[src/rtl/trig_out_fifo_if.sv]
// -----------------------------------------------------------------------------
// trig_out_fifo_if
// Bundles the two streaming handshakes of the trigger output FIFO.
//   s_trig_*  : trigger words from the generator into the FIFO
//               (tdata, tvalid toward the FIFO; tready back to the generator)
//   m_trig_*  : buffered words from the FIFO to the link
//               (tdata, tvalid toward the link; tready back to the FIFO)
// Modports:
//   slave  - the FIFO's view (consumes s_trig_*, produces m_trig_*)
//   master - the environment's view (produces s_trig_*, consumes m_trig_*)
// -----------------------------------------------------------------------------
interface trig_out_fifo_if #(
    parameter int DATA_WIDTH = 32
);
    logic [DATA_WIDTH-1:0] s_trig_tdata;
    logic                  s_trig_tvalid;
    logic                  s_trig_tready;
    logic [DATA_WIDTH-1:0] m_trig_tdata;
    logic                  m_trig_tvalid;
    logic                  m_trig_tready;

    modport slave (
        input  s_trig_tdata,
        input  s_trig_tvalid,
        output s_trig_tready,
        output m_trig_tdata,
        output m_trig_tvalid,
        input  m_trig_tready
    );

    modport master (
        output s_trig_tdata,
        output s_trig_tvalid,
        input  s_trig_tready,
        input  m_trig_tdata,
        input  m_trig_tvalid,
        output m_trig_tready
    );
endinterface

[src/rtl/trig_out_fifo.sv]
// -----------------------------------------------------------------------------
// trig_out_fifo
// Buffers trigger words between the trigger generator and the readout link.
// The input side never back-pressures: words that find the FIFO full are
// dropped and accounted for. A two-state run FSM (STOPPED / RUNNING) gates
// whether incoming words are accepted; stored words always drain.
//
// Ports:
//   ifclk          - sole clock
//   ifclk_rst_n_i  - asynchronous, active-low reset
//   runrst_i       - run reset pulse: flush, clear stats, enter RUNNING
//   runstop_i      - run stop pulse: enter STOPPED (wins over runrst_i)
//   trig           - trig_out_fifo_if.slave (s_trig_* in, m_trig_* out)
//   count_o        - current occupancy
//   overflow_o     - sticky, set when any word is dropped
//   drop_count_o   - saturating count of dropped words
//   high_water_o   - peak occupancy since the last run reset
//
// Configuration:
//   TRIG_FIFO_STATS_EN - when defined, drop_count_o and high_water_o are
//                        implemented; otherwise both are tied to zero.
// -----------------------------------------------------------------------------
module trig_out_fifo #(
    parameter int DEPTH      = 16,
    parameter int DATA_WIDTH = 32,
    parameter int CNT_WIDTH  = 16
) (
    input  logic                     ifclk,
    input  logic                     ifclk_rst_n_i,
    input  logic                     runrst_i,
    input  logic                     runstop_i,
    trig_out_fifo_if.slave           trig,
    output logic [$clog2(DEPTH):0]   count_o,
    output logic                     overflow_o,
    output logic [CNT_WIDTH-1:0]     drop_count_o,
    output logic [$clog2(DEPTH):0]   high_water_o
);

    localparam int AW = $clog2(DEPTH);
    localparam logic [AW:0]   FULL_CNT = (AW+1)'(DEPTH);
    localparam logic [AW:0]   CNT_ONE  = (AW+1)'(1);
    localparam logic [AW-1:0] PTR_ONE  = AW'(1);

    typedef enum logic {
        ST_STOPPED = 1'b0,
        ST_RUNNING = 1'b1
    } state_t;

    state_t state_q, state_d;
    logic   running;

    logic [AW-1:0]         wr_ptr_q, wr_ptr_d;
    logic [AW-1:0]         rd_ptr_q, rd_ptr_d;
    logic [AW:0]           count_q, count_d;
    logic                  ovf_q, ovf_d;
    logic                  rdy_q;
    logic [DATA_WIDTH-1:0] mem [DEPTH];

    logic full, not_empty, push, pop, drop;

    // ---------------- run FSM: state register ----------------
    always_ff @(posedge ifclk or negedge ifclk_rst_n_i) begin
        if (!ifclk_rst_n_i) begin
            state_q <= ST_STOPPED;
        end else begin
            state_q <= state_d;
        end
    end

    // ---------------- run FSM: next state ----------------
    // A stop pulse overrides a concurrent run reset: the flush still happens
    // (handled in the datapath) but the FSM ends up STOPPED.
    always_comb begin
        state_d = state_q;
        if (runstop_i) begin
            state_d = ST_STOPPED;
        end else if (runrst_i) begin
            state_d = ST_RUNNING;
        end
    end

    // ---------------- run FSM: outputs ----------------
    always_comb begin
        running = (state_q == ST_RUNNING);
    end

    // ---------------- handshake decode ----------------
    assign not_empty = (count_q != '0);
    assign full      = (count_q == FULL_CNT);
    assign pop       = not_empty && trig.m_trig_tready && !runrst_i;
    // A full FIFO still accepts a word when the head leaves in the same cycle.
    assign push      = running && trig.s_trig_tvalid && (!full || pop) && !runrst_i;
    assign drop      = running && trig.s_trig_tvalid && full && !pop && !runrst_i;

    // ---------------- pointer / occupancy next state ----------------
    always_comb begin
        wr_ptr_d = wr_ptr_q;
        rd_ptr_d = rd_ptr_q;
        count_d  = count_q;
        ovf_d    = ovf_q;
        if (runrst_i) begin
            wr_ptr_d = '0;
            rd_ptr_d = '0;
            count_d  = '0;
            ovf_d    = 1'b0;
        end else begin
            // Pointers are exactly AW bits wide, so they wrap modulo DEPTH.
            if (push) wr_ptr_d = wr_ptr_q + PTR_ONE;
            if (pop)  rd_ptr_d = rd_ptr_q + PTR_ONE;
            case ({push, pop})
                2'b10:   count_d = count_q + CNT_ONE;
                2'b01:   count_d = count_q - CNT_ONE;
                default: count_d = count_q;
            endcase
            if (drop) ovf_d = 1'b1;
        end
    end

    always_ff @(posedge ifclk or negedge ifclk_rst_n_i) begin
        if (!ifclk_rst_n_i) begin
            wr_ptr_q <= '0;
            rd_ptr_q <= '0;
            count_q  <= '0;
            ovf_q    <= 1'b0;
            rdy_q    <= 1'b0;
        end else begin
            wr_ptr_q <= wr_ptr_d;
            rd_ptr_q <= rd_ptr_d;
            count_q  <= count_d;
            ovf_q    <= ovf_d;
            rdy_q    <= 1'b1;
        end
    end

    // Storage carries no reset; validity is tracked entirely by count_q.
    always_ff @(posedge ifclk) begin
        if (push) mem[wr_ptr_q] <= trig.s_trig_tdata;
    end

    // Output is driven only from flops (count/pointer registers and storage),
    // so a word written at edge N appears in cycle N+1 and nothing on the
    // input side reaches it combinationally. The head entry is never
    // overwritten while it is presented unless it is popped at the same edge.
    assign trig.m_trig_tvalid = not_empty;
    assign trig.m_trig_tdata  = not_empty ? mem[rd_ptr_q] : '0;
    assign trig.s_trig_tready = rdy_q;
    assign count_o            = count_q;
    assign overflow_o         = ovf_q;

`ifdef TRIG_FIFO_STATS_EN
    logic [CNT_WIDTH-1:0] drop_cnt_q, drop_cnt_d;
    logic [AW:0]          hw_q, hw_d;

    always_comb begin
        drop_cnt_d = drop_cnt_q;
        hw_d       = hw_q;
        if (runrst_i) begin
            drop_cnt_d = '0;
            hw_d       = '0;
        end else begin
            if (drop && (drop_cnt_q != '1)) drop_cnt_d = drop_cnt_q + CNT_WIDTH'(1);
            // Track against the next occupancy so the peak never lags count_o.
            if (count_d > hw_q) hw_d = count_d;
        end
    end

    always_ff @(posedge ifclk or negedge ifclk_rst_n_i) begin
        if (!ifclk_rst_n_i) begin
            drop_cnt_q <= '0;
            hw_q       <= '0;
        end else begin
            drop_cnt_q <= drop_cnt_d;
            hw_q       <= hw_d;
        end
    end

    assign drop_count_o = drop_cnt_q;
    assign high_water_o = hw_q;
`else
    assign drop_count_o = '0;
    assign high_water_o = '0;
`endif

endmodule

[src/flat_wrapper.sv]
// flat-port wrapper written by rule: the top's interface ports become plain ports
module trig_out_fifo_flat 
#(
    parameter int DEPTH      = 16,
    parameter int DATA_WIDTH = 32,
    parameter int CNT_WIDTH  = 16
)
  (ifclk, ifclk_rst_n_i, runrst_i, runstop_i, count_o, overflow_o, drop_count_o, high_water_o, trig_s_trig_tdata, trig_s_trig_tvalid, trig_s_trig_tready, trig_m_trig_tdata, trig_m_trig_tvalid, trig_m_trig_tready);
  trig_out_fifo_if #(.DATA_WIDTH(DATA_WIDTH)) trig_i ();
  input  logic ifclk;
  input  logic ifclk_rst_n_i;
  input  logic runrst_i;
  input  logic runstop_i;
  output logic [$clog2(DEPTH):0] count_o;
  output logic overflow_o;
  output logic [CNT_WIDTH-1:0] drop_count_o;
  output logic [$clog2(DEPTH):0] high_water_o;
  input wire logic [$bits(trig_i.s_trig_tdata)-1:0] trig_s_trig_tdata;
  input wire logic [$bits(trig_i.s_trig_tvalid)-1:0] trig_s_trig_tvalid;
  output wire logic [$bits(trig_i.s_trig_tready)-1:0] trig_s_trig_tready;
  output wire logic [$bits(trig_i.m_trig_tdata)-1:0] trig_m_trig_tdata;
  output wire logic [$bits(trig_i.m_trig_tvalid)-1:0] trig_m_trig_tvalid;
  input wire logic [$bits(trig_i.m_trig_tready)-1:0] trig_m_trig_tready;
  assign trig_i.s_trig_tdata = trig_s_trig_tdata;
  assign trig_i.s_trig_tvalid = trig_s_trig_tvalid;
  assign trig_s_trig_tready = trig_i.s_trig_tready;
  assign trig_m_trig_tdata = trig_i.m_trig_tdata;
  assign trig_m_trig_tvalid = trig_i.m_trig_tvalid;
  assign trig_i.m_trig_tready = trig_m_trig_tready;
  trig_out_fifo #(.DEPTH(DEPTH), .DATA_WIDTH(DATA_WIDTH), .CNT_WIDTH(CNT_WIDTH)) u_core (.ifclk(ifclk), .ifclk_rst_n_i(ifclk_rst_n_i), .runrst_i(runrst_i), .runstop_i(runstop_i), .trig(trig_i), .count_o(count_o), .overflow_o(overflow_o), .drop_count_o(drop_count_o), .high_water_o(high_water_o));
endmodule
[config.mk]
export PLATFORM = sky130hd
export DESIGN_NAME = trig_out_fifo_flat
export DESIGN_NICKNAME = d
export VERILOG_FILES = /design/src/rtl/trig_out_fifo_if.sv /design/src/rtl/trig_out_fifo.sv /design/src/flat_wrapper.sv
export SDC_FILE = /design/constraint.sdc
export NUM_CORES = 1
export LEC_CHECK = 0
export ABC_AREA = 1
export CAP_MARGIN = 20
export CORE_MARGIN = 4
export CORE_UTILIZATION = 36
export CTS_CLUSTER_DIAMETER = 200
export CTS_CLUSTER_SIZE = 14
export DETAILED_ROUTE_END_ITERATION = 7
export GPL_ROUTABILITY_DRIVEN = 0
export PLACE_DENSITY_LB_ADDON = 0.12
export SYNTH_ARGS = -nofsm -noshare
export SYNTH_HDL_FRONTEND = slang
export SYNTH_SLANG_ARGS = --single-unit
[constraint.sdc]
create_clock -name ifclk -period 3.4 [get_ports ifclk]
set_input_delay 0.34 -clock ifclk [delete_from_list [all_inputs] [get_ports ifclk]]
set_output_delay 0.34 -clock ifclk [all_outputs]
set_load 0.02 [all_outputs]
; ---- After elaboration in Yosys (flattened, before gate mapping)
; Memories as Yosys holds them, arrays and structs flattened.
; Index checks and enable logic that the tools add are counted.
; W data, S select, Z words.
[totals]
reg_bits = 16
ramBits = 512
inputBits = 38
output_inout_bits = 61
elab_cells = 45
memories = 1
[classes]
add_sub_neg = 4
eq_ne = 3
n_mux = 13
n_reduce_logical = 18
[memory_table]
columns = memory, depth, width, rd, rd_clocked_by_memory_dff, wr, line
row1 = u_core.mem, 16, 32, 1, 0, 1, trig_out_fifo.sv:57  ; logic [DATA_WIDTH-1:0] mem [DEPTH];
[ops]
columns = cell, n
row1 = $mux W32, 1
row2 = $mux W4, 4
row3 = $pmux W5 S2, 1
row4 = $add A4 B1 Y4 const B, 2
row5 = $logic_and A1 B1 Y1, 8
row6 = $reduce_bool A2 Y1, 4
row7 = $mux W1, 6
row8 = $add A5 B1 Y5 const B, 1
row9 = $eq A5 B5 Y1 const B, 1
row10 = $mux W5, 1
row11 = $reduce_bool A5 Y1, 1
row12 = $sub A5 B1 Y5 const B, 1
row13 = $logic_not A1 Y1, 3
row14 = $reduce_bool A3 Y1, 1
row15 = $eq A2 B1 Y1 const B, 1
row16 = $eq A2 B2 Y1 const B, 1
row17 = $logic_or A1 B1 Y1, 1

; ---- Longest topological paths before layout
; Gate-level depths: netlist (run 1).
[depth]
word_depth = 9
mapped_depth = 14
depth_no_buf = 14

; ---- Worst setup path after synthesis (run 1)
; No wires, ideal clock.
[synth_path]
kind = register -> register
start = reg u_core.count_q[0] (netlist: u_core.count_o[0])
end = mem u_core.mem[1][0] (enable)
setup_ns = 0.461
t_arrival_ns = 3.487
required_ns = 2.939
slack_ns = -0.549
path_stages_with_launch = 9
n_path_buf = 0
synth_period_minus_slack_ns = 3.949
path_cell_list = dfrtp_1 nor2_1 nand3_2 nand3_1 nand3_2 nand2_1 inv_2 nand2_2 nor3_1
[synth_between]
elab_chain_len = 8
word_cells_on_any_way = 10
classes_between = eq/ne (1) / mux (2) / reduce/logical (7)
[synth_rtl]
columns = item, line
row1 = start: declaration, trig_out_fifo.sv:54  ; logic [AW:0] count_q, count_d;
row2 = start signal: assignment, trig_out_fifo.sv:129  ; count_q <= count_d;
row3 = $reduce_bool A5 Y1, trig_out_fifo.sv:88  ; assign not_empty = (count_q != '0);
row4 = via trig_m_trig_tvalid, flat_wrapper.sv:22  ; output wire logic [$bits(trig_i.m_trig_tvalid)-1:0] trig_m_trig_tvalid;
row5 = $logic_and A1 B1 Y1 (2 in a row), trig_out_fifo.sv:90  ; assign pop = not_empty && trig.m_trig_tready && !runrst_i;
row6 = $logic_or A1 B1 Y1, trig_out_fifo.sv:92  ; assign push = running && trig.s_trig_tvalid && (!full || pop) && !runrst_i;
row7 = $logic_and A1 B1 Y1 (2 in a row), trig_out_fifo.sv:92
row8 = $mux W1, trig_out_fifo.sv:137  ; if (push) mem[wr_ptr_q] <= trig.s_trig_tdata;
row9 = $mux W1 (not written as such), trig_out_fifo.sv:137
row10 = end: declaration, trig_out_fifo.sv:57
; The timed path passes the listed nets, and every way through them passes these cells.

; ---- Final worst setup path (run 1)
[layout_path]
start = reg u_core.rd_ptr_q[0]
end = out trig_m_trig_tdata[2]
[layout_between]
elab_chain_len = 2
[layout_rtl]
columns = item, line
row1 = start: declaration, trig_out_fifo.sv:53  ; logic [AW-1:0] rd_ptr_q, rd_ptr_d;
row2 = start signal: assignment, trig_out_fifo.sv:128  ; rd_ptr_q <= rd_ptr_d;
row3 = $mem_v2 Z16 W32, -
row4 = $mux W32, trig_out_fifo.sv:145  ; assign trig.m_trig_tdata = not_empty ? mem[rd_ptr_q] : '0;
row5 = end: declaration, flat_wrapper.sv:21  ; output wire logic [$bits(trig_i.m_trig_tdata)-1:0] trig_m_trig_tdata;
; No other way between the ends.

==> impl_metrics.toml, run 1 <==
[placement]
dpl_worst_slack_ns = 0.264
dp_hpwl_um = 29300
io_buffers = 77

[detailed_routing]
drc_errors = 0
ant_nets = 0
drtIter0Drc = 1055
vias = 12700
viasPerCell = 5.24
drt_wl_total_um = 56500
avgRoutedWirePerCell_um = 23.3
first_pass_iters = 5

[sta]
fmax_mhz = 303
holdWs_ns = 0.296
rsz0062_at_grt = "yes"
fin_crit_ns = 3.30
final-setup-viol-count = 0
hold_viol_final = 0
drv_slew = 0
setup_slack_ns = 0.0978
timing.final.crit_share = 0.971
worst-slew-pin-transition_ns = 0.945
finalClockSkew_ns = 0.0110
maxSlewHeadroom = 0.368

[critical_path]
worst-setup-path-type = "register to output pin"
crit_required_ns = 3.06
cp_cell_sequence = "clkbuf_8 > nand2_1 > a21boi_0 > o221ai_1 > nor2_1 > a211oi_2 > clkdlybuf4s50_1"
slowest_stage = "clkdlybuf4s50_1"
cp_slowest_stage_delay_ns = 0.67
crit_fanout = 43
worstPathArrival_ns = 2.96
end_kind = "output pin"
crit_family = "buffers and inverters"
crit_buf_inv = 2
startpoint_type = "register"

[layout]
fillers = 5353
finalNetCount = 1687
area_growth_pct = 15.6
drive_gt1_frac = 0.112

[power]
clock_power_share = 0.311
pwr-share-comb = 0.201
p_int_mw = 10.7
p_leak_nw = 8.48
seq_power_share = 0.488
power.switching_mw = 4.09
p_per_area_mw_per_mm2 = 599
peakVddDrop_uv = 318
p_sw_frac = 0.277

[cts]
cts_tree = "done"
clock_latency_ns = 0.57
cts-root-buf = "clkbuf_16"
cts_buffer_depth = 3
cts.sinks = 528
clk_pin_slew_ns = 0.07
htreeDepth = 2
cts_inserted_buffers = 43

[yosys]
yosysWarnings = 0
avgSynthCellArea_um2 = 13.7
ys_ff_latch = 528
ys_types = 37
ys.flop_type = "edfxtp_1"
synth_edf_count = 512
synth_area_mm2 = 0.0214
ys_seq_area_frac = 0.739
syn_inst = 1553
async_flop_share = 0.0303

[floorplan]
fp.dieW_um = 252
die_h_um = 252
die_area_mm2 = 0.0633
num_rows = 89
core-area_mm2 = 0.0589
ios = 99
initial_utilization = 0.362

[global_route]
antenna_found_initial = 1
grt_pass1_wl_um = 84200
grt_pass1_vias = 12500
grt_use_total = 0.177
grt-ovfl-total = 0
grt_max_degree = 81

[status]
status = "finished, final reports clean"

[worst_hold_path]
hold_class = "input pin to async pin"

[job]
cap_violations = 0
[path summary, 6_finish.rpt]
check | from | to | slack, ns | depth (start not counted)
max | u_core.rd_ptr_q[0]$_DFFE_PN0P_ | trig_m_trig_tdata[2] | 0.1 | 7
min | ifclk_rst_n_i | u_core.count_o[4]$_DFFE_PN0P_ | 0.30 | 1
max reg2reg | u_core.count_o[4]$_DFFE_PN0P_ | u_core.mem[6][15]$_DFFE_PP_ | 0.94 | 9
min reg2reg | u_core.rd_ptr_q[3]$_DFFE_PN0P_ | u_core.rd_ptr_q[3]$_DFFE_PN0P_ | 0.49 | 1
max in group asynchronous | ifclk_rst_n_i | u_core.rd_ptr_q[0]$_DFFE_PN0P_ | 2.42 | 1
min in group ifclk | runstop_i | u_core.running$_DFFE_PN0P_ | 0.30 | 2
[routing by layer]
| layer | vias to the layer above | GRT usage | routed length, um |
|---|---|---|---|
| li1 | 5915 | - | - |
| met1 | 6451 | 0.257 | 26300 |
| met2 | 278 | 0.285 | 26800 |
| met3 | 64 | 0.0261 | 2370 |
| met4 | 0 | 0.0380 | 1050 |
| met5 | - | 0 | 0 |
[synthesized netlist by cell type, types with 7 or more instances]
master / instances / area share
nand2_1: 281 / 0.049
a221oi_1: 26 / 0.011
edfxtp_1: 512 / 0.72
nand3_1: 13 / 0.0030
a21oi_1: 133 / 0.031
a21boi_0: 32 / 0.011
o21ai_1: 9 / 0.0021
clkbuf_1: 35 / 0.0062
buf_2: 36 / 0.0084
nor2_1: 111 / 0.020
buf_6: 9 / 0.0047
dfrtp_1: 16 / 0.019
ha_1: 7 / 0.0041
a211oi_2: 28 / 0.016
o21ai_0: 64 / 0.015
inv_1: 23 / 0.0040
mux2i_1: 32 / 0.015
buf_4: 34 / 0.012
o221ai_1: 32 / 0.013
o22ai_1: 32 / 0.0094
nor3_1: 46 / 0.011
[placed cells by master, fill, tap and decap left out, types with 9 or more instances in the layout]
| master | Yosys | routed |
|---|---|---|
| edfxtp_1 | 512 | 512 |
| nand2_1 | 281 | 279 |
| a21oi_1 | 133 | 133 |
| nor2_1 | 111 | 107 |
| o21ai_0 | 64 | 64 |
| clkdlybuf4s50_1 | 0 | 47 |
| clkbuf_16 | 0 | 45 |
| buf_4 | 34 | 39 |
| nor3_1 | 46 | 34 |
| o22ai_1 | 32 | 32 |
| a21boi_0 | 32 | 32 |
| mux2i_1 | 32 | 32 |
| o221ai_1 | 32 | 32 |
| a211oi_2 | 28 | 30 |
| a221oi_1 | 26 | 26 |
| buf_12 | 0 | 25 |
| inv_1 | 23 | 22 |
| conb_1 | 2 | 22 |
| dlygate4sd2_1 | 0 | 18 |
| nand3_1 | 13 | 13 |
| dfrtp_1 | 16 | 13 |
| nor3_2 | 0 | 12 |
| dlymetal6s2s_1 | 0 | 11 |
| o21ai_1 | 9 | 9 |
[cell type report]
type,count,area (um2),share of cell area
timing repair buffer,145,1670,0.0677
clock buffer,52,1150,0.0467
inverter,29,125,0.00507
tap,773,967,0.0392
clock inverter,1,30.0,0.00122
sequential,528,15800,0.639
multi-input combinational,895,4950,0.201
antenna,1,2.50,0.000101
[sequential cells by signal, summed over array words and instances, names as in the netlist]
register	count
u_core.mem	512
u_core.overflow_o	1
u_core.wr_ptr_q	4
u_core.trig.s_trig_tready	1
u_core.rd_ptr_q	4
u_core.count_o	5
u_core.running	1
[power groups by stage]
stage               Clock (mW)  Sequential (mW)  Combinational (mW)
floorplan                    0             7.33                1.89
global placement             0             7.34                2.97
detailed placement           0             7.35                2.99
CTS                       4.73             7.21                3.02
global route              4.97             7.21                3.26
finish                    4.60             7.21                2.98
[per-stage QoR]
stage          utilization  TNS (ns)  total power, mW  std cells  area [um2]
2_1_floorplan            -   -208.54             9.22       1573       21400
3_3_place_gp         0.397         0             10.3       2366       23400
3_5_place_dp         0.397         0             10.3       2366       23400
4_1_cts              0.418  -0.00914             15.0       2422       24600
5_1_grt              0.419    -0.128             15.4       2423       24700
6_report             0.419         0             14.8       2424       24700
[worst reg2reg max path, cell delays in order, from the launching register on]
cell and delay [ns]:
dfrtp_1 0.48, inv_1 0.08, nand3_2 0.13, nand3_1 0.12, nand3_2 0.10, nand2_1 0.14
inv_2 0.14, nand2_2 0.16, nor3_2 0.20, buf_4 0.51
[cells by family (layout without fill, tap and decap cells)]
kind of cell | after synthesis | count (layout) | synth area share
other | 2 | 23 | 0.000352
muxes | 32 | 32 | 0.0150
DFF | 528 | 528 | 0.739
AOI/OAI and AO/OA | 370 | 370 | 0.116
and+or+nand+nor | 462 | 462 | 0.0866
adders and majority gates | 7 | 7 | 0.00410
xor gates and xnor gates | 2 | 2 | 0.000820
buffers and inverters | 150 | 227 | 0.0381
[repair_timing]
item / 4_1_cts / 5_1_grt
cloned: 1 / 0
hold buffers: 0 / 0
setup buffers: 2 / 1
endpoints found under the hold margin: 0 / 0
setup endpoints to repair: 32 / 13
resized for setup: 28 / 12
(Power assumes the default switching activity.)
==> run 2, diff against run 1 <==
--- a/config.mk
+++ b/config.mk
@@ -7,6 +7,8 @@
 export LEC_CHECK = 0
 export ABC_AREA = 1
 export CAP_MARGIN = 20
+export CELL_PAD_IN_SITES_DETAIL_PLACEMENT = 1
+export CELL_PAD_IN_SITES_GLOBAL_PLACEMENT = 1
 export CORE_MARGIN = 4
 export CORE_UTILIZATION = 36
 export CTS_CLUSTER_DIAMETER = 200
==> impl_metrics.toml, run 2 (same netlist as run 1, synthesis figures left out) <==
[sta]
hold_viol_final = 0
rsz0062_at_grt = "no"
worst-slew-pin-transition_ns = 0.951
fmax_mhz = 316
final-setup-viol-count = 0
finalClockSkew_ns = 0.0131
maxSlewHeadroom = 0.364
drv_slew = 0
timing.final.crit_share = 0.931
tns_ns = 0
fin_crit_ns = 3.17

[cts]
clock_latency_ns = 0.57
cts_buffer_depth = 3
cts-hold-fix-buffers = 0
clk_pin_slew_ns = 0.07
cts-root-buf = "clkbuf_16"
cts_inserted_buffers = 43
cts.sinks = 528
htreeDepth = 2
cts_tree = "done"

[critical_path]
worstPathArrival_ns = 2.83
slowest_stage = "clkdlybuf4s50_1"
cp_slowest_stage_delay_ns = 0.65
crit_required_ns = 3.06
cp_cell_sequence = "buf_8 > a21oi_1 > a221oi_1 > nor2_1 > a211oi_2 > clkdlybuf4s50_1"
end_kind = "output pin"
startpoint_type = "register"
crit_family = "buffers and inverters"
worst-setup-path-type = "register to output pin"
crit_buf_inv = 2
crit_fanout = 37

[floorplan]
fp.dieW_um = 252
initial_utilization = 0.362
num_rows = 89
core-area_mm2 = 0.0589
die_area_mm2 = 0.0633
die_h_um = 252
ios = 99

[detailed_routing]
drt_wl_total_um = 60800
ant_nets = 0
vias = 13100
avgRoutedWirePerCell_um = 25.0
drtIter0Drc = 745
viasPerCell = 5.37
drc_errors = 0
first_pass_iters = 5

[job]
cap_violations = 0

[global_route]
met3_usage = 0.0214
grt_pass1_vias = 13800
top_usage_layer = "met2"
grt_pass1_wl_um = 90000
grt_util_met2 = 0.316
grtUsageMet1 = 0.267
antenna_found_initial = 0
grt_use_total = 0.189
grt_max_degree = 65
grt-ovfl-total = 0

[layout]
largest-register = "u_core.mem"
largest_reg_flops = 512
layout_commonest_cell = "edfxtp_1"
layout_common_cells = "edfxtp_1, nand2_1, a21oi_1, nor2_1, o21ai_0"
final_area_mm2 = 0.0247
multi_input_area_mm2 = 0.00495
finalNetCount = 1692
drive_gt1_frac = 0.114
ff_latch_area_mm2 = 0.0158
fillers = 5925
area_growth_pct = 15.6

[placement]
placed_area_mm2 = 0.0234
io_buffers = 77
dp_hpwl_um = 32200

[power]
p_leak_nw = 8.46
peakVddDrop_uv = 297
p_per_area_mw_per_mm2 = 600

[worst_hold_path]
hold_class = "input pin to async pin"

[status]
status = "finished, final reports clean"
run 2: cell count changes in the layout (fill, tap and decap cells not counted), moves of 2 or more:
cell	change
dlygate4sd2_1	+4
buf_6	+3
dlymetal6s2s_1	-3
a211oi_1	+2
a211oi_2	-2
buf_16	-2
buf_4	+2
buf_8	+2
run 2: area by class of cell:
class,count,share of cell area
antenna,1,0.000101
clock buffer,52,0.0467
clock inverter,1,0.00122
inverter,29,0.00471
multi-input combinational,895,0.201
sequential,528,0.639
tap,773,0.0392
timing repair buffer,150,0.0681
run 2: final timing paths:
check | start | endpoint | slack [ns] | cells after the start
worst max-delay path | u_core.rd_ptr_q[1]$_DFFE_PN0P_ | trig_m_trig_tdata[25] | 0.23 | 6
worst min-delay path | ifclk_rst_n_i | u_core.rd_ptr_q[1]$_DFFE_PN0P_ | 0.30 | 1
worst max register to register | u_core.count_o[0]$_DFFE_PN0P_ | u_core.mem[9][13]$_DFFE_PP_ | 0.94 | 9
worst min register to register | u_core.rd_ptr_q[3]$_DFFE_PN0P_ | u_core.rd_ptr_q[3]$_DFFE_PN0P_ | 0.50 | 1
max in group asynchronous | ifclk_rst_n_i | u_core.rd_ptr_q[0]$_DFFE_PN0P_ | 2.42 | 1
min in group ifclk | runstop_i | u_core.running$_DFFE_PN0P_ | 0.32 | 2
run 2: per-stage QoR:
stage,cells,hold WS (ns),utilization,setup WS (ns),power (mW)
after floorplan,1573,0.0444,-,-0.549,9.22
after global routing,2428,0.312,0.419,0.0510,15.5
after detailed placement,2369,0.490,0.397,0.349,10.4
after CTS,2425,0.269,0.418,0.00454,15.0
final,2429,0.295,0.419,0.234,14.8
after global placement,2369,0.467,0.397,0.411,10.4
run 2: power breakdown:
part	switching (mW)	total, mW	internal [mW]
logic	1.94	2.99	1.05
registers	0.0351	7.20	7.16
clock network	2.19	4.63	2.44
run 2: metal layers:
| layer | wire length (um) | share of wire |
|---|---|---|
| met1 | 28100 | 0.46 |
| met4 | 1110 | 0.018 |
| met5 | 0 | 0 |
| met2 | 29600 | 0.49 |
| met3 | 1980 | 0.033 |
run 2: repair_timing:
item	in CTS	in global routing
endpoints found under the hold margin	0	0
resized for setup	31	14
buffers inserted	4	2
endpoints found under the setup margin	32	10
cloned	0	1
==> run 3, diff against run 2 <==
--- a/config.mk
+++ b/config.mk
@@ -16,6 +16,7 @@
 export DETAILED_ROUTE_END_ITERATION = 7
 export GPL_ROUTABILITY_DRIVEN = 0
 export PLACE_DENSITY_LB_ADDON = 0.12
+export SLEW_MARGIN = 20
 export SYNTH_ARGS = -nofsm -noshare
 export SYNTH_HDL_FRONTEND = slang
 export SYNTH_SLANG_ARGS = --single-unit
==> results of run 3 <==
No change in the layout: final DEF, timing and power equal those of run 2.
